**config.mk**
```make
export PLATFORM = sky130hd
export DESIGN_NAME = demux_dispatch
export DESIGN_NICKNAME = d
export VERILOG_FILES = /design/src/rtl/demux_dispatch.sv
export SDC_FILE = /design/constraint.sdc
export NUM_CORES = 1
export LEC_CHECK = 0
export ABC_AREA = 1
export CAP_MARGIN = 0
export CORE_UTILIZATION = 42
export CTS_BUF_LIST = sky130_fd_sc_hd__clkbuf_4 sky130_fd_sc_hd__clkbuf_8 sky130_fd_sc_hd__clkbuf_16
export CTS_CLUSTER_SIZE = 12
export DETAILED_ROUTE_END_ITERATION = 10
export PLACE_DENSITY = 0.73
export SLEW_MARGIN = 10
export SYNTH_ARGS = -nofsm -noshare
export SYNTH_HDL_FRONTEND = slang
export SYNTH_SLANG_ARGS = --single-unit
```
**constraint.sdc**
```tcl
create_clock -name clk -period 4.05 [get_ports clk]
set_input_delay 0.81 -clock clk [delete_from_list [all_inputs] [get_ports clk]]
set_output_delay 0.81 -clock clk [all_outputs]
set_load 0.02 [all_outputs]
```
**src/rtl/demux_dispatch.sv**
```systemverilog
// ---------------------------------------------------------------------------
// demux_dispatch
// Upstream feeder for the 16-bit 1-to-3 demultiplexer. Words arrive over a
// valid/ready handshake, are buffered in a DEPTH-word FIFO and dispatched
// round-robin to whichever of three destination channels is ready. The demux
// data (x) and select (s) are registered; s=2'b11 marks an idle cycle.
//
// Optional feature: define DEMUX_DISPATCH_CNT_EN to add the per-channel
// dispatch counters cnt0/cnt1/cnt2 (16-bit, wrapping).
// ---------------------------------------------------------------------------
module demux_dispatch #(
    parameter int DEPTH = 4,
    parameter int W     = 16
) (
    input  logic                     clk,
    input  logic                     rst,
    input  logic [W-1:0]             in_data,
    input  logic                     in_valid,
    output logic                     in_ready,
    input  logic [2:0]               dst_ready,
    output logic [W-1:0]             x,
    output logic [1:0]               s,
    output logic [$clog2(DEPTH):0]   fifo_count
`ifdef DEMUX_DISPATCH_CNT_EN
    ,
    output logic [15:0]              cnt0,
    output logic [15:0]              cnt1,
    output logic [15:0]              cnt2
`endif
);

    localparam int AW = $clog2(DEPTH);
    localparam int CW = AW + 1;
    localparam logic [1:0] S_IDLE = 2'b11;

    // Round-robin pointer: the channel the next search starts from.
    typedef enum logic [1:0] {
        CH0 = 2'd0,
        CH1 = 2'd1,
        CH2 = 2'd2
    } rr_e;

    logic [W-1:0]  mem_q [DEPTH];
    logic [W-1:0]  mem_d [DEPTH];
    logic [AW-1:0] wr_ptr_q, wr_ptr_d;
    logic [AW-1:0] rd_ptr_q, rd_ptr_d;
    logic [CW-1:0] count_q, count_d;
    rr_e           rr_q, rr_d;
    logic [W-1:0]  x_q, x_d;
    logic [1:0]    s_q, s_d;

    logic          full_s;
    logic          empty_s;
    logic          push_s;
    logic          pop_s;
    logic          found_s;
    logic [1:0]    sel_s;
    logic [W-1:0]  head_s;

    // Ready depends on stored occupancy only; a same-cycle pop never frees
    // a slot for a push. Held low while reset is asserted.
    assign full_s     = (count_q == CW'(DEPTH));
    assign empty_s    = (count_q == {CW{1'b0}});
    assign in_ready   = ~full_s & ~rst;
    assign push_s     = in_valid & in_ready;
    assign head_s     = mem_q[rd_ptr_q];
    assign pop_s      = found_s;

    assign x          = x_q;
    assign s          = s_q;
    assign fifo_count = count_q;

    // Cyclic search for the first ready channel starting at the RR pointer.
    always_comb begin
        found_s = 1'b0;
        sel_s   = 2'd0;
        if (!empty_s) begin
            case (rr_q)
                CH0: begin
                    if (dst_ready[0])      begin found_s = 1'b1; sel_s = 2'd0; end
                    else if (dst_ready[1]) begin found_s = 1'b1; sel_s = 2'd1; end
                    else if (dst_ready[2]) begin found_s = 1'b1; sel_s = 2'd2; end
                    else                   begin found_s = 1'b0; sel_s = 2'd0; end
                end
                CH1: begin
                    if (dst_ready[1])      begin found_s = 1'b1; sel_s = 2'd1; end
                    else if (dst_ready[2]) begin found_s = 1'b1; sel_s = 2'd2; end
                    else if (dst_ready[0]) begin found_s = 1'b1; sel_s = 2'd0; end
                    else                   begin found_s = 1'b0; sel_s = 2'd0; end
                end
                CH2: begin
                    if (dst_ready[2])      begin found_s = 1'b1; sel_s = 2'd2; end
                    else if (dst_ready[0]) begin found_s = 1'b1; sel_s = 2'd0; end
                    else if (dst_ready[1]) begin found_s = 1'b1; sel_s = 2'd1; end
                    else                   begin found_s = 1'b0; sel_s = 2'd0; end
                end
                default: begin
                    found_s = 1'b0;
                    sel_s   = 2'd0;
                end
            endcase
        end else begin
            found_s = 1'b0;
            sel_s   = 2'd0;
        end
    end

    // Next state for FIFO storage/pointers, occupancy, RR pointer and outputs.
    always_comb begin
        mem_d    = mem_q;
        wr_ptr_d = wr_ptr_q;
        rd_ptr_d = rd_ptr_q;
        rr_d     = rr_q;
        x_d      = {W{1'b0}};
        s_d      = S_IDLE;

        if (push_s) begin
            mem_d[wr_ptr_q] = in_data;
            wr_ptr_d        = wr_ptr_q + AW'(1);
        end else begin
            wr_ptr_d        = wr_ptr_q;
        end

        if (pop_s) begin
            rd_ptr_d = rd_ptr_q + AW'(1);
            x_d      = head_s;
            s_d      = sel_s;
            case (sel_s)
                2'd0:    rr_d = CH1;
                2'd1:    rr_d = CH2;
                2'd2:    rr_d = CH0;
                default: rr_d = CH0;
            endcase
        end else begin
            rd_ptr_d = rd_ptr_q;
            rr_d     = rr_q;
        end

        count_d = count_q + CW'(push_s) - CW'(pop_s);
    end

    // FIFO storage; contents need no reset because the pointers define validity.
    always_ff @(posedge clk) begin
        mem_q <= mem_d;
    end

    // Control and output registers; reset flushes the FIFO and idles the demux.
    always_ff @(posedge clk or posedge rst) begin
        if (rst) begin
            wr_ptr_q <= {AW{1'b0}};
            rd_ptr_q <= {AW{1'b0}};
            count_q  <= {CW{1'b0}};
            rr_q     <= CH0;
            x_q      <= {W{1'b0}};
            s_q      <= S_IDLE;
        end else begin
            wr_ptr_q <= wr_ptr_d;
            rd_ptr_q <= rd_ptr_d;
            count_q  <= count_d;
            rr_q     <= rr_d;
            x_q      <= x_d;
            s_q      <= s_d;
        end
    end

`ifdef DEMUX_DISPATCH_CNT_EN
    logic [15:0] cnt0_q, cnt0_d;
    logic [15:0] cnt1_q, cnt1_d;
    logic [15:0] cnt2_q, cnt2_d;

    assign cnt0 = cnt0_q;
    assign cnt1 = cnt1_q;
    assign cnt2 = cnt2_q;

    // Bump the counter of the channel receiving a word; wraps naturally.
    always_comb begin
        cnt0_d = cnt0_q;
        cnt1_d = cnt1_q;
        cnt2_d = cnt2_q;
        if (pop_s) begin
            case (sel_s)
                2'd0:    cnt0_d = cnt0_q + 16'd1;
                2'd1:    cnt1_d = cnt1_q + 16'd1;
                2'd2:    cnt2_d = cnt2_q + 16'd1;
                default: cnt0_d = cnt0_q;
            endcase
        end else begin
            cnt0_d = cnt0_q;
        end
    end

    // Dispatch counter registers.
    always_ff @(posedge clk or posedge rst) begin
        if (rst) begin
            cnt0_q <= 16'd0;
            cnt1_q <= 16'd0;
            cnt2_q <= 16'd0;
        end else begin
            cnt0_q <= cnt0_d;
            cnt1_q <= cnt1_d;
            cnt2_q <= cnt2_d;
        end
    end
`endif

endmodule

```
Word level (Yosys, flattened, before mapping)
Index checks and enable logic that the tools add are counted.
Widths: inputs -> output; s select.
{ "word_totals": {"output_inout_bits": 22, "inputBits": 22, "wordCells": 59, "regBits": 91} }
{ "classes": {"add_sub_neg": 4, "bitwise": 6, "muxes": 28, "order_cmp": 3, "reduce_logical": 4, "n_eq_ne": 4} }
{ "op_table": {"columns": ["operator", "count"], "rows": [
  ["$bwmux 64", 1],
  ["$mux 16", 4],
  ["$bmux 16 s2", 1],
  ["$demux 16 s2", 1],
  ["$mux 1", 12],
  ["$mux 2", 6],
  ["$ge 3x3->1 const B", 2],
  ["$not 2->3", 2],
  ["$pmux 2 s3", 1],
  ["$add 2x1->2 const B", 2],
  ["$eq 2x1->1 const B", 2],
  ["$logic_not 2->1", 2],
  ["$pmux 2 s2", 1],
  ["$add 3x1->3", 1],
  ["$eq 3x3->1 const B", 1],
  ["$logic_not 3->1", 1],
  ["$lt 3x1->1 const B", 1],
  ["$pmux 1 s3", 1],
  ["$sub 3x1->3", 1],
  ["$and 1x1->1", 2],
  ["$eq 2x2->1 const B", 1],
  ["$not 1->1", 2],
  ["$logic_and 1x1->1", 1]
]} }

Logic depth before layout (Yosys ltp)
Gate-level depths: netlist (run 1).
{ "depth": {"depth_word": 7, "mapped_depth": 11, "mapped_depth_nobuf": 10} }

Worst setup path before layout (run 1)
Ideal clock, no wire load.
{ "synth_timing": {"kind": "input port to flip-flop", "startpoint": "input port rst", "endpoint": "register count_q[2] (netlist: fifo_count[2])", "setup_ns": 0.123, "required_ns": 3.927, "path_slack_ns": 1.191, "path_stages": 8, "path_buffers": 0, "arrival_time_ns": 2.736, "path_cell_list": "inv_1 nand3_2 ha_1 inv_1 ha_1 inv_1 fa_1 xnor2_1"} }
{ "synth_via": {"elab_chain_len": 5} }
{ "synth_rtl": {"columns": ["item", "line_no", "source"], "rows": [
  ["start, declared", "16", "input logic rst,"],
  ["$not 1->1", "64", "assign in_ready = ~full_s & ~rst;"],
  ["$and 1x1->1", "64", null],
  ["$and 1x1->1", "65", "assign push_s = in_valid & in_ready;"],
  ["$add 3x1->3", "139", "count_d = count_q + CW'(push_s) - CW'(pop_s);"],
  ["$sub 3x1->3", "139", null],
  ["via count_d[2]", "47", "logic [CW-1:0] count_q, count_d;"],
  ["end signal, assigned", "152", "count_q <= {CW{1'b0}};"],
  ["end signal, assigned", "159", "count_q <= count_d;"],
  ["end, declared", "47", null]
]} }
The timed path passes the listed nets, and every way through them passes these cells.
A chain may end at the register's enable or synchronous reset.

Worst setup path in the final report (run 1)
{ "layout_timing": {"startpoint": "input port rst", "endpoint": "output port in_ready"} }
{ "layout_via": {"elab_chain_len": 2} }
{ "layout_rtl": {"columns": ["item", "line_no", "source"], "rows": [
  ["$not 1->1", "64", null],
  ["$and 1x1->1", "64", null],
  ["end, declared", "19", "output logic in_ready,"]
]} }
No other way between the ends.

==> Flow_metrics.wiki, run 1 <==
{| class="wikitable"
! Metric !! Value
|-
| Average cell area after synthesis || 11.9 µm²
|-
| Clock insertion delay at the later pin of the skew report || 350 ps
|-
| Actual slew at the worst max-slew pin || 799 ps
|-
| HPWL after detailed placement || 3840 µm
|-
| Async SR Flop Fraction || 29.7%
|-
| Remaining antenna violation count after routing || 0
|-
| Final critical-path share of the clock period || 68.3%
|-
| Y dimension of the die || 95.1 µm
|-
| Arrival time at the worst endpoint || 1960 ps
|-
| FF-to-FF setup slack || 1930 ps
|-
| Worst slew margin relative to its limit || 46.7%
|-
| Leakage || 1.81 nW
|-
| Data required time of the worst path || 3240 ps
|-
| Maximum fanout encountered on the critical timing path || 2
|-
| Setup clock skew after layout || 7.01 ps
|-
| I/O Buffers || 43
|-
| Worst-case hold slack || 541 ps
|-
| Wire length of the first global-routing pass || 10200 µm
|-
| First-pass detailed-route iteration total || 4
|-
| CP startpoint kind || primary input
|-
| Gate count of the mapped netlist || 307
|-
| Clock buffer depth || 2
|-
| Die footprint || 9040 µm²
|-
| Min cycle time layout || 2770 ps
|-
| Count of cell types in the netlist || 25
|-
| Per-cell via count in the routed design || 4.79
|-
| Worst IR Drop VDD || 263 µV
|-
| Leading area contributor after synthesis || sky130_fd_sc_hd__edfxtp_1
|-
| Area growth, synth to finish || 20.3%
|-
| Global router's overall resource usage || 15.7%
|-
| Nets || 385
|-
| Max-slew violations || 0
|-
| Cts-stage hold buffer count || 0
|-
| Total negative slack || 0 ps
|-
| R2R cell count || 10
|-
| Crit path capture type || primary output
|-
| Number of failing hold endpoints at the final stage || 0
|-
| Detailed Route WL || 6440 µm
|-
| RSZ-0062 raised after global routing || false
|-
| Worst setup path category || in2out
|-
| Origin of the critical flop-to-flop path || fifo_count[1]$_DFF_PP0_
|-
| Post-synthesis sequential element count || 91
|-
| Antenna violations before repair || 0
|-
| Share of cells above drive strength 1 || 8.86%
|-
| Area share of the largest cell type after synthesis || 52.8%
|-
| Number of antenna cells inserted || 0
|-
| Number of gates resized after cts || 0
|-
| Number of enable flip-flop cells after synthesis || 64
|-
| Seq/Total Area, Yosys || 71.5%
|-
| Number of setup buffers added after CTS || 0
|-
| Clock sink total || 91
|-
| FMAX || 0.361 GHz
|-
| Number of nets produced by synthesis || 336
|-
| Core region area || 8300 µm²
|-
| Worst Hold Path EP || rr_q[1]$_DFFE_PP0P_
|-
| Max-cap violation count || 0
|-
| DR DRC count || 0
|-
| TritonCTS Buffers || 9
|-
| End of the worst register-to-register path || fifo_count[2]$_DFF_PP0_
|-
| First-iteration detailed-routing DRC count || 147
|-
| Fillcell total || 708
|-
| Hold depth || 2
|-
| Count of yosys warnings during synthesis || 0
|-
| WL/cell || 13.8 µm
|-
| Predominant post-synthesis flop cell || sky130_fd_sc_hd__edfxtp_1
|-
| Starting density of the core || 43.8%
|-
| Count of standard-cell rows || 33
|-
| Cell types with the largest area share after synthesis || sky130_fd_sc_hd__edfxtp_1 53%, sky130_fd_sc_hd__dfrtp_1 17%, sky130_fd_sc_hd__nor2_1 7.4%
|-
| Run status || completed
|-
| Cell chosen for the clock root || sky130_fd_sc_hd__clkbuf_8
|-
| Final estimated routing congestion in global placement || 0.738
|-
| Maximum number of pins on one net before global-route repair || 35
|-
| CTS clock-pin slew for the worst setup and hold paths || 80 ps
|-
| TritonCTS clock tree || done
|-
| Hold Path Origin || rr_q[1]$_DFFE_PP0P_
|-
| GRT Residual Overflow || 0
|-
| Number of vias after detailed routing || 2232
|-
| Worst min-delay path class || reg2reg
|-
| Vias in the first global route || 2171
|-
| X dimension of the die || 95.1 µm
|-
| Htree depth || 3
|-
| Number of primary I/O pins || 44
|-
| Post-synthesis cell area || 3640 µm²
|-
| Pwr per Cell Area || 719 nW/µm²
|-
| Number of setup violations in the final report || 0
|}
## placed cells by master (no fill, tap or decap), types with 2 or more instances in the layout
| master | instances |
|---|---|
| sky130_fd_sc_hd__ha_1 | 6 |
| sky130_fd_sc_hd__inv_2 | 3 |
| sky130_fd_sc_hd__o21ai_0 | 24 |
| sky130_fd_sc_hd__buf_4 | 6 |
| sky130_fd_sc_hd__inv_1 | 30 |
| sky130_fd_sc_hd__dfstp_2 | 2 |
| sky130_fd_sc_hd__clkbuf_8 | 10 |
| sky130_fd_sc_hd__nand2_2 | 2 |
| sky130_fd_sc_hd__edfxtp_1 | 64 |
| sky130_fd_sc_hd__clkdlybuf4s50_1 | 43 |
| sky130_fd_sc_hd__bufinv_16 | 2 |
| sky130_fd_sc_hd__nand2_1 | 45 |
| sky130_fd_sc_hd__o21ai_1 | 9 |
| sky130_fd_sc_hd__dfrtp_1 | 25 |
| sky130_fd_sc_hd__xnor2_1 | 3 |
| sky130_fd_sc_hd__xor2_1 | 2 |
| sky130_fd_sc_hd__a21oi_1 | 3 |
| sky130_fd_sc_hd__nor2_1 | 72 |
## worst max-delay path, stage by stage
cell                              delay (ps)
sky130_fd_sc_hd__clkdlybuf4s50_1         420
sky130_fd_sc_hd__a21oi_1                 120
sky130_fd_sc_hd__clkdlybuf4s50_1         610
## how the worst max path moves through the flow
stage | end | slack (ps) | cells after the start | startpoint
2_1_floorplan | fifo_count[2]$_DFF_PP0_ | 1190 | 8 | rst
3_3_place_gp | fifo_count[2]$_DFF_PP0_ | 1200 | 11 | dst_ready[2]
3_5_place_dp | fifo_count[2]$_DFF_PP0_ | 1130 | 11 | dst_ready[2]
4_1_cts | in_ready | 1280 | 3 | rst
5_1_grt | in_ready | 1250 | 3 | rst
6_report | in_ready | 1280 | 3 | rst
## cell families (layout without fill, tap and decap cells)
family	after synthesis	in the layout	share of synthesized area [%]
AND/OR/NAND/NOR	123	123	13.7
flip-flops	91	91	71.5
buffers and inverters	45	99	6.12
AO/OA/AOI/OAI	36	36	4.95
adder cells (fa/ha/maj)	7	7	2.61
XOR/XNOR	5	5	1.20
## through the flow
stage / cells / power (W) / util (%) / area, µm² / worst slack (ps)
2_1_floorplan: 307 / 0.00216 / - / 3640 / 1190
3_3_place_gp: 450 / 0.00247 / 50.1 / 4160 / 1200
3_5_place_dp: 450 / 0.00252 / 50.1 / 4160 / 1130
4_1_cts: 466 / 0.00318 / 52.7 / 4380 / 1280
5_1_grt: 466 / 0.00337 / 52.7 / 4380 / 1250
6_report: 466 / 0.00315 / 52.7 / 4380 / 1280
## Yosys cell counts (2+ instances only)
master / instances
sky130_fd_sc_hd__xnor2_1: 3
sky130_fd_sc_hd__ha_1: 6
sky130_fd_sc_hd__buf_6: 2
sky130_fd_sc_hd__nor2_1: 72
sky130_fd_sc_hd__o21ai_0: 24
sky130_fd_sc_hd__edfxtp_1: 64
sky130_fd_sc_hd__nand2_1: 45
sky130_fd_sc_hd__nand2_2: 2
sky130_fd_sc_hd__o21ai_1: 9
sky130_fd_sc_hd__dfrtp_1: 25
sky130_fd_sc_hd__inv_2: 3
sky130_fd_sc_hd__xor2_1: 2
sky130_fd_sc_hd__clkbuf_2: 2
sky130_fd_sc_hd__dfstp_2: 2
sky130_fd_sc_hd__a21oi_1: 3
sky130_fd_sc_hd__inv_1: 30
sky130_fd_sc_hd__buf_4: 5
## layout make-up
| type | count | area, µm² | area share [%] |
|---|---|---|---|
| clock inverter | 5 | 76.3 | 1.74 |
| sequential | 91 | 2600 | 59.4 |
| inverter | 34 | 133 | 3.03 |
| timing repair buffer | 49 | 475 | 10.9 |
| multi-input combinational | 171 | 816 | 18.6 |
| tap | 105 | 131 | 3.00 |
| clock buffer | 11 | 145 | 3.32 |
## flip-flops by register name, summed over array words and instances (netlist names)
register,count
rd_ptr_q,2
s,2
rr_q,2
x,16
wr_ptr_q,2
fifo_count,3
mem_q,64
## where the power goes
| part | leakage, nW | internal (W) | switching [W] | total, W |
|---|---|---|---|---|
| clock | 0.110 | 0.000368 | 0.000296 | 0.000664 |
| combinational | 0.789 | 0.000459 | 0.000695 | 0.00115 |
| sequential | 0.908 | 0.00121 | 0.000119 | 0.00133 |
## per-layer routing
layer,up-vias,share of wire [%],GRT usage [%]
met3,9,5.8,2.47
met5,-,0,0
met4,0,1.8,9.72
met2,71,51,25.9
met1,1061,41,19.4
li1,1091,-,-
Power figures use the tool's default switching activity.
==> run 2, diff against run 1 <==
PLACE_DENSITY = 0.75   (was 0.73)
clock period = 2.4 ns   (was 4.05 ns; I/O delays follow)
==> Flow_metrics.wiki, run 2 (same netlist as run 1, synthesis figures left out) <==
{| class="wikitable"
! Metric !! Value
|-
| Number of setup violations in the final report || 0 (unchanged)
|-
| Worst IR Drop VDD || 468 µV (was 263 µV)
|-
| Die footprint || 9040 µm² (unchanged)
|-
| HPWL after detailed placement || 3810 µm (was 3840 µm)
|-
| Per-cell via count in the routed design || 4.66 (was 4.79)
|-
| Number of setup buffers added after CTS || 0 (unchanged)
|-
| Cell type of the slowest stage on the worst timing path || sky130_fd_sc_hd__clkdlybuf4s50_1 (unchanged)
|-
| Fraction of power consumed by sequential logic || 42.5% (was 42.3%)
|-
| Starting density of the core || 43.8% (unchanged)
|-
| Worst-case hold slack || 540 ps (was 541 ps)
|-
| Number of primary I/O pins || 44 (unchanged)
|-
| Part of the power in combinational logic || 39.5% (was 36.6%)
|-
| Hold depth || 2 (unchanged)
|-
| Register cell area after layout || 2600 µm² (unchanged)
|-
| Setup clock skew after layout || 8.24 ps (was 7.01 ps)
|-
| Maximum number of pins on one net before global-route repair || 34 (was 35)
|-
| Share of cells above drive strength 1 || 9.86% (was 8.86%)
|-
| Clock sink total || 91 (unchanged)
|-
| Number of failing hold endpoints at the final stage || 0 (unchanged)
|-
| Leakage || 1.80 nW (was 1.81 nW)
|-
| Number of antenna cells inserted || 0 (unchanged)
|-
| Area growth, synth to finish || 19.9% (was 20.3%)
|-
| Y dimension of the die || 95.1 µm (unchanged)
|-
| I/O Buffers || 43 (unchanged)
|-
| Actual slew at the worst max-slew pin || 477 ps (was 799 ps)
|-
| Max-slew violations || 0 (unchanged)
|-
| Switching portion of total power || 36.9% (was 35.3%)
|-
| Worst path cell trace || clkdlybuf4s50_1, a21oi_1, clkdlybuf4s50_1 (unchanged)
|-
| Crit path capture type || primary output (unchanged)
|-
| Fillcell total || 688 (was 708)
|-
| Cts-stage hold buffer count || 0 (unchanged)
|-
| Worst setup path category || in2out (unchanged)
|-
| Pwr per Cell Area || 1180 nW/µm² (was 719 nW/µm²)
|-
| Reg with most FFs || mem_q (unchanged)
|-
| Run status || completed (unchanged)
|-
| Crit path top cell by count || sky130_fd_sc_hd__clkdlybuf4s50_1 (unchanged)
|-
| Most common library cell in the layout ignoring fill and taps || sky130_fd_sc_hd__nor2_1 (unchanged)
|-
| Most frequent cells in the layout || 72 x sky130_fd_sc_hd__nor2_1, 64 x sky130_fd_sc_hd__edfxtp_1, 45 x sky130_fd_sc_hd__nand2_1, 43 x sky130_fd_sc_hd__clkdlybuf4s50_1, 29 x sky130_fd_sc_hd__inv_1 (was 72 x sky130_fd_sc_hd__nor2_1, 64 x sky130_fd_sc_hd__edfxtp_1, 45 x sky130_fd_sc_hd__nand2_1, 43 x sky130_fd_sc_hd__clkdlybuf4s50_1, 30 x sky130_fd_sc_hd__inv_1)
|-
| Worst min-delay path class || reg2reg (unchanged)
|-
| Data required time of the worst path || 1920 ps (was 3240 ps)
|-
| Clock buffer depth || 2 (unchanged)
|-
| Htree depth || 3 (unchanged)
|-
| Global router's overall resource usage || 15.5% (was 15.7%)
|-
| Cell chosen for the clock root || sky130_fd_sc_hd__clkbuf_8 (unchanged)
|-
| Min cycle time layout || 2160 ps
|-
| Worst Hold Path EP || rr_q[1]$_DFFE_PP0P_ (unchanged)
|-
| DR DRC count || 0 (unchanged)
|-
| Number of gates resized after cts || 0 (unchanged)
|-
| Max-cap violation count || 0 (unchanged)
|-
| Nets || 389 (was 385)
|-
| Count of standard-cell rows || 33 (unchanged)
|-
| Fraction of power consumed by the clock network || 18.0% (was 21.1%)
|-
| R2R cell count || 10 (unchanged)
|-
| Remaining antenna violation count after routing || 0 (unchanged)
|-
| Antenna violations before repair || 0 (unchanged)
|-
| TritonCTS Buffers || 9 (unchanged)
|-
| X dimension of the die || 95.1 µm (unchanged)
|-
| End of the worst register-to-register path || fifo_count[2]$_DFF_PP0_ (unchanged)
|-
| TritonCTS clock tree || done (unchanged)
|-
| Core region area || 8300 µm² (unchanged)
|-
| CP startpoint kind || primary input (unchanged)
|-
| Arrival time at the worst endpoint || 1680 ps (was 1960 ps)
|-
| GRT Residual Overflow || 0 (unchanged)
|-
| Maximum fanout encountered on the critical timing path || 2 (unchanged)
|-
| FMAX || 0.462 GHz
|-
| RSZ-0062 raised after global routing || false (unchanged)
|-
| Number of flip-flops in the largest register || 64 (unchanged)
|-
| First-pass detailed-route iteration total || 4 (unchanged)
|-
| Clock insertion delay at the later pin of the skew report || 360 ps (was 350 ps)
|-
| Detailed Route WL || 6260 µm (was 6440 µm)
|-
| Final estimated routing congestion in global placement || 0.730 (was 0.738)
|-
| Total negative slack || 0 ps (unchanged)
|-
| Number of vias after detailed routing || 2192 (was 2232)
|-
| Hold Path Origin || rr_q[1]$_DFFE_PP0P_ (unchanged)
|-
| Vias in the first global route || 2126 (was 2171)
|-
| WL/cell || 13.3 µm (was 13.8 µm)
|-
| Cell internal power dissipation || 0.00325 W (was 0.00204 W)
|-
| Final critical-path share of the clock period || 90.1%
|-
| Reported net switching power || 0.00190 W (was 0.00111 W)
|-
| Worst slew margin relative to its limit || 68.1% (was 46.7%)
|-
| CTS clock-pin slew for the worst setup and hold paths || 80 ps (about the same)
|-
| Wire length of the first global-routing pass || 10000 µm (was 10200 µm)
|-
| Footprint of the multi-input gates || 816 µm² (unchanged)
|-
| Maximum single-stage delay on the critical path || 610 ps (about the same)
|-
| First-iteration detailed-routing DRC count || 168 (was 147)
|-
| FF-to-FF setup slack || 470 ps (was 1930 ps)
|-
| Origin of the critical flop-to-flop path || fifo_count[1]$_DFF_PP0_ (unchanged)
|}
run 2: cell count changes in the layout (fill, tap and decap cells not counted):
| cell | delta |
|---|---|
| sky130_fd_sc_hd__clkinv_1 | +1 |
| sky130_fd_sc_hd__bufinv_16 | -2 |
| sky130_fd_sc_hd__inv_1 | -1 |
| sky130_fd_sc_hd__inv_8 | +1 |
| sky130_fd_sc_hd__buf_4 | +4 |
| sky130_fd_sc_hd__clkbuf_8 | -1 |
| sky130_fd_sc_hd__clkinv_4 | +2 |
run 2: how the worst max path moves through the flow:
stage,start,end,slack [ps],cells after the start
after floorplan,rst,fifo_count[2]$_DFF_PP0_,150,8
after global placement,dst_ready[2],fifo_count[1]$_DFF_PP0_,60,11
after detailed placement,dst_ready[2],fifo_count[2]$_DFF_PP0_,20,11
after CTS,rst,in_ready,230,3
after global routing,rst,in_ready,200,3
final,rst,in_ready,240,3
run 2: worst max-delay path, delay by kind of cell:
kind            cells  cell delay (ps)
buf+inv             2             1070
compound gates      1              130
run 2: layer usage:
layer	up-vias	GRT usage (%)	share of wire (%)	wire (µm)
met5	-	0	0	0
met2	57	26.0	50	3120
met1	1029	18.1	43	2700
met4	0	9.97	2.9	184
li1	1095	-	-	-
met3	11	3.19	4.0	252
run 2: area by class of cell:
class / count / share of cell area (%)
clock inverter: 6 / 0.947
inverter: 34 / 3.13
multi-input combinational: 171 / 18.7
timing repair buffer: 53 / 11.6
clock buffer: 10 / 3.01
tap: 105 / 3.01
sequential: 91 / 59.6
run 2: power groups by stage:
stage | Combinational [W] | Clock [W] | Sequential [W]
5_1_grt | 0.00230 | 0.00102 | 0.00222
6_report | 0.00203 | 0.000926 | 0.00219
4_1_cts | 0.00206 | 0.000949 | 0.00219
3_3_place_gp | 0.00198 | 0 | 0.00221
2_1_floorplan | 0.00123 | 0 | 0.00242
3_5_place_dp | 0.00206 | 0 | 0.00223
run 2: through the flow:
stage	setup WS [ps]	power (W)	std cells	util (%)	cell area, µm²
after floorplan	147	0.00365	307	-	3640
after global placement	62.3	0.00420	454	50.5	4190
after detailed placement	16.0	0.00428	454	50.5	4190
after CTS	234	0.00521	470	52.6	4360
after global routing	201	0.00553	470	52.6	4360
final	237	0.00514	470	52.6	4360
==> run 3, diff against run 2 <==
--- a/constraint.sdc
+++ b/constraint.sdc
@@ -3,2 +3,2 @@
 set_output_delay 0.48 -clock clk [all_outputs]
-set_load 0.02 [all_outputs]
+set_load 0.05 [all_outputs]
==> Flow_metrics.wiki, run 3 (same netlist as run 1, synthesis figures left out) <==
{| class="wikitable"
! Metric !! Value
|-
| Number of failing hold endpoints at the final stage || 0 (unchanged)
|-
| Final critical-path share of the clock period || 90.0% (was 90.1%)
|-
| Global router's overall resource usage || 15.7% (was 15.5%)
|-
| Detailed Route WL || 6220 µm (was 6260 µm)
|-
| Number of antenna cells inserted || 0 (unchanged)
|-
| Cell chosen for the clock root || sky130_fd_sc_hd__clkbuf_8 (unchanged)
|-
| Wire length of the first global-routing pass || 10200 µm (was 10000 µm)
|-
| RSZ-0062 raised after global routing || false (unchanged)
|-
| Antenna violations before repair || 0 (unchanged)
|-
| Worst min-delay path class || reg2reg (unchanged)
|-
| Routed length on met2 || 2970 µm (was 3120 µm)
|-
| WL/cell || 13.2 µm (was 13.3 µm)
|-
| Number of primary I/O pins || 44 (unchanged)
|-
| Clock sink total || 91 (unchanged)
|-
| Run status || completed (unchanged)
|-
| FMAX || 0.463 GHz (was 0.462 GHz)
|-
| Die footprint || 9040 µm² (unchanged)
|-
| R2R cell count || 10 (unchanged)
|-
| Actual slew at the worst max-slew pin || 500 ps (was 477 ps)
|-
| Leakage || 1.81 nW (was 1.80 nW)
|-
| Endpoint of the worst setup timing path || fifo_count[1] (was in_ready)
|-
| Reg with most FFs || mem_q (unchanged)
|-
| TritonCTS Buffers || 9 (unchanged)
|-
| Max-slew violations || 0 (unchanged)
|-
| End of the worst register-to-register path || fifo_count[2]$_DFF_PP0_ (unchanged)
|-
| Final estimated routing congestion in global placement || 0.724 (was 0.730)
|-
| CTS clock-pin slew for the worst setup and hold paths || 90 ps (was 80 ps)
|-
| CP startpoint kind || flop (was primary input)
|-
| TritonCTS clock tree || done (unchanged)
|-
| Top routing layer in use || met4 (unchanged)
|-
| Data required time of the worst path || 1920 ps (about the same)
|-
| Footprint of the multi-input gates || 816 µm² (unchanged)
|-
| Worst slew margin relative to its limit || 66.6% (was 68.1%)
|-
| Crit path depth || 1 (was 3)
|-
| Core region area || 8300 µm² (unchanged)
|-
| First-iteration detailed-routing DRC count || 169 (was 168)
|-
| Number of setup buffers added after CTS || 0 (unchanged)
|-
| Clock insertion delay at the later pin of the skew report || 360 ps (about the same)
|-
| Beginning of the critical path || fifo_count[1]$_DFF_PP0_ (was rst)
|-
| Hold depth || 2 (unchanged)
|-
| Fillcell total || 718 (was 688)
|-
| Number of vias after detailed routing || 2203 (was 2192)
|-
| Number of flip-flops in the largest register || 64 (unchanged)
|-
| Clock buffer depth || 2 (unchanged)
|-
| Min cycle time layout || 2160 ps (about the same)
|-
| Per-cell via count in the routed design || 4.69 (was 4.66)
|-
| First-pass detailed-route iteration total || 4 (unchanged)
|-
| Cts-stage hold buffer count || 0 (unchanged)
|-
| Maximum number of pins on one net before global-route repair || 34 (unchanged)
|-
| Remaining antenna violation count after routing || 0 (unchanged)
|-
| Arrival time at the worst endpoint || 1680 ps (about the same)
|-
| Most common library cell in the layout ignoring fill and taps || sky130_fd_sc_hd__nor2_1 (unchanged)
|-
| Share of cells above drive strength 1 || 10.7% (was 9.86%)
|-
| Vias in the first global route || 2227 (was 2126)
|-
| Total power consumption of the routed design || 0.00569 W (was 0.00514 W)
|-
| Buf/Inv on CP || 1 (was 2)
|-
| Count of standard-cell rows || 33 (unchanged)
|-
| Total negative slack || 0 ps (unchanged)
|-
| Worst setup path category || reg2out (was in2out)
|-
| I/O Buffers || 43 (unchanged)
|-
| X dimension of the die || 95.1 µm (unchanged)
|-
| Routed met3 length || 224 µm (was 252 µm)
|-
| Setup clock skew after layout || 10.3 ps (was 8.24 ps)
|-
| Cell type of the slowest stage on the worst timing path || sky130_fd_sc_hd__clkdlybuf4s50_1 (unchanged)
|-
| Register cell area after layout || 2600 µm² (unchanged)
|-
| Layout Utilization || 53.1% (was 52.6%)
|-
| Most frequent cells in the layout || 72 x sky130_fd_sc_hd__nor2_1, 64 x sky130_fd_sc_hd__edfxtp_1, 45 x sky130_fd_sc_hd__nand2_1, 42 x sky130_fd_sc_hd__clkdlybuf4s50_1, 29 x sky130_fd_sc_hd__inv_1 (was 72 x sky130_fd_sc_hd__nor2_1, 64 x sky130_fd_sc_hd__edfxtp_1, 45 x sky130_fd_sc_hd__nand2_1, 43 x sky130_fd_sc_hd__clkdlybuf4s50_1, 29 x sky130_fd_sc_hd__inv_1)
|-
| Worst path cell trace || clkdlybuf4s50_1 (was clkdlybuf4s50_1, a21oi_1, clkdlybuf4s50_1)
|-
| Maximum single-stage delay on the critical path || 850 ps (was 610 ps)
|-
| DR DRC count || 0 (unchanged)
|-
| FF-to-FF setup slack || 440 ps (was 470 ps)
|-
| Number of gates resized after cts || 0 (unchanged)
|-
| Max-cap violation count || 0 (unchanged)
|-
| Maximum fanout encountered on the critical timing path || 4 (was 2)
|-
| Y dimension of the die || 95.1 µm (unchanged)
|-
| Nets || 389 (unchanged)
|-
| Origin of the critical flop-to-flop path || fifo_count[1]$_DFF_PP0_ (unchanged)
|-
| Top cell family by delay on the critical path || buffers and inverters (unchanged)
|-
| GRT Residual Overflow || 0 (unchanged)
|-
| Routed met1 length || 2850 µm (was 2700 µm)
|-
| Htree depth || 3 (unchanged)
|-
| Starting density of the core || 43.8% (unchanged)
|-
| Area growth, synth to finish || 21.0% (was 19.9%)
|-
| Crit path capture type || primary output (unchanged)
|-
| Pwr per Cell Area || 1290 nW/µm² (was 1180 nW/µm²)
|-
| Worst IR Drop VDD || 435 µV (was 468 µV)
|-
| HPWL after detailed placement || 3780 µm (was 3810 µm)
|-
| Number of setup violations in the final report || 0 (unchanged)
|}
==> run 3: metal layers <==
metal,global-route usage (%),vias to the layer above
li1,-,1102
met1,19.1,1032
met2,25.2,51
met3,3.03,18
met4,11.0,0
met5,0,-
==> run 3: power by group <==
| part | switching [W] | internal, W |
|---|---|---|
| clock | 0.000560 | 0.000495 |
| sequential | 0.000135 | 0.00204 |
| combinational | 0.00163 | 0.000818 |
| total | 0.00233 | 0.00336 |
==> run 3: worst min-delay path by stage <==
stage	startpoint	to
final	rr_q[1]$_DFFE_PP0P_	rr_q[1]$_DFFE_PP0P_
after global routing	mem_q[11]$_DFFE_PP_	x[11]$_DFF_PP0_
after CTS	rr_q[1]$_DFFE_PP0P_	rr_q[1]$_DFFE_PP0P_
after detailed placement	rr_q[1]$_DFFE_PP0P_	rr_q[1]$_DFFE_PP0P_
after global placement	rr_q[1]$_DFFE_PP0P_	rr_q[1]$_DFFE_PP0P_
after floorplan	rst	fifo_count[0]$_DFF_PP0_
==> run 3: tightest hold or removal path, delay by kind of cell, from the launching register on <==
| kind | cells | cell delay, ps |
|---|---|---|
| flops | 1 | 400 |
| simple gates | 2 | 110 |
==> run 3: layout make-up <==
type / instances / area share, %
Clock buffer: 9 / 2.81
Clock inverter: 7 / 1.85
Inverter: 34 / 3.10
Multi-Input combinational cell: 171 / 18.5
Sequential cell: 91 / 59.0
Tap cell: 105 / 2.98
Timing Repair Buffer: 53 / 11.7
==> run 3: per-stage QoR <==
step                instance area (µm²)  hold WS [ps]  cells  worst slack, ps
finish                             4400           538    470              240
global route                       4400           585    470              159
CTS                                4400           542    470              210
detailed placement                 4200           518    454            -1.53
global placement                   4200           509    454             65.4
floorplan                          3640           384    307             91.7
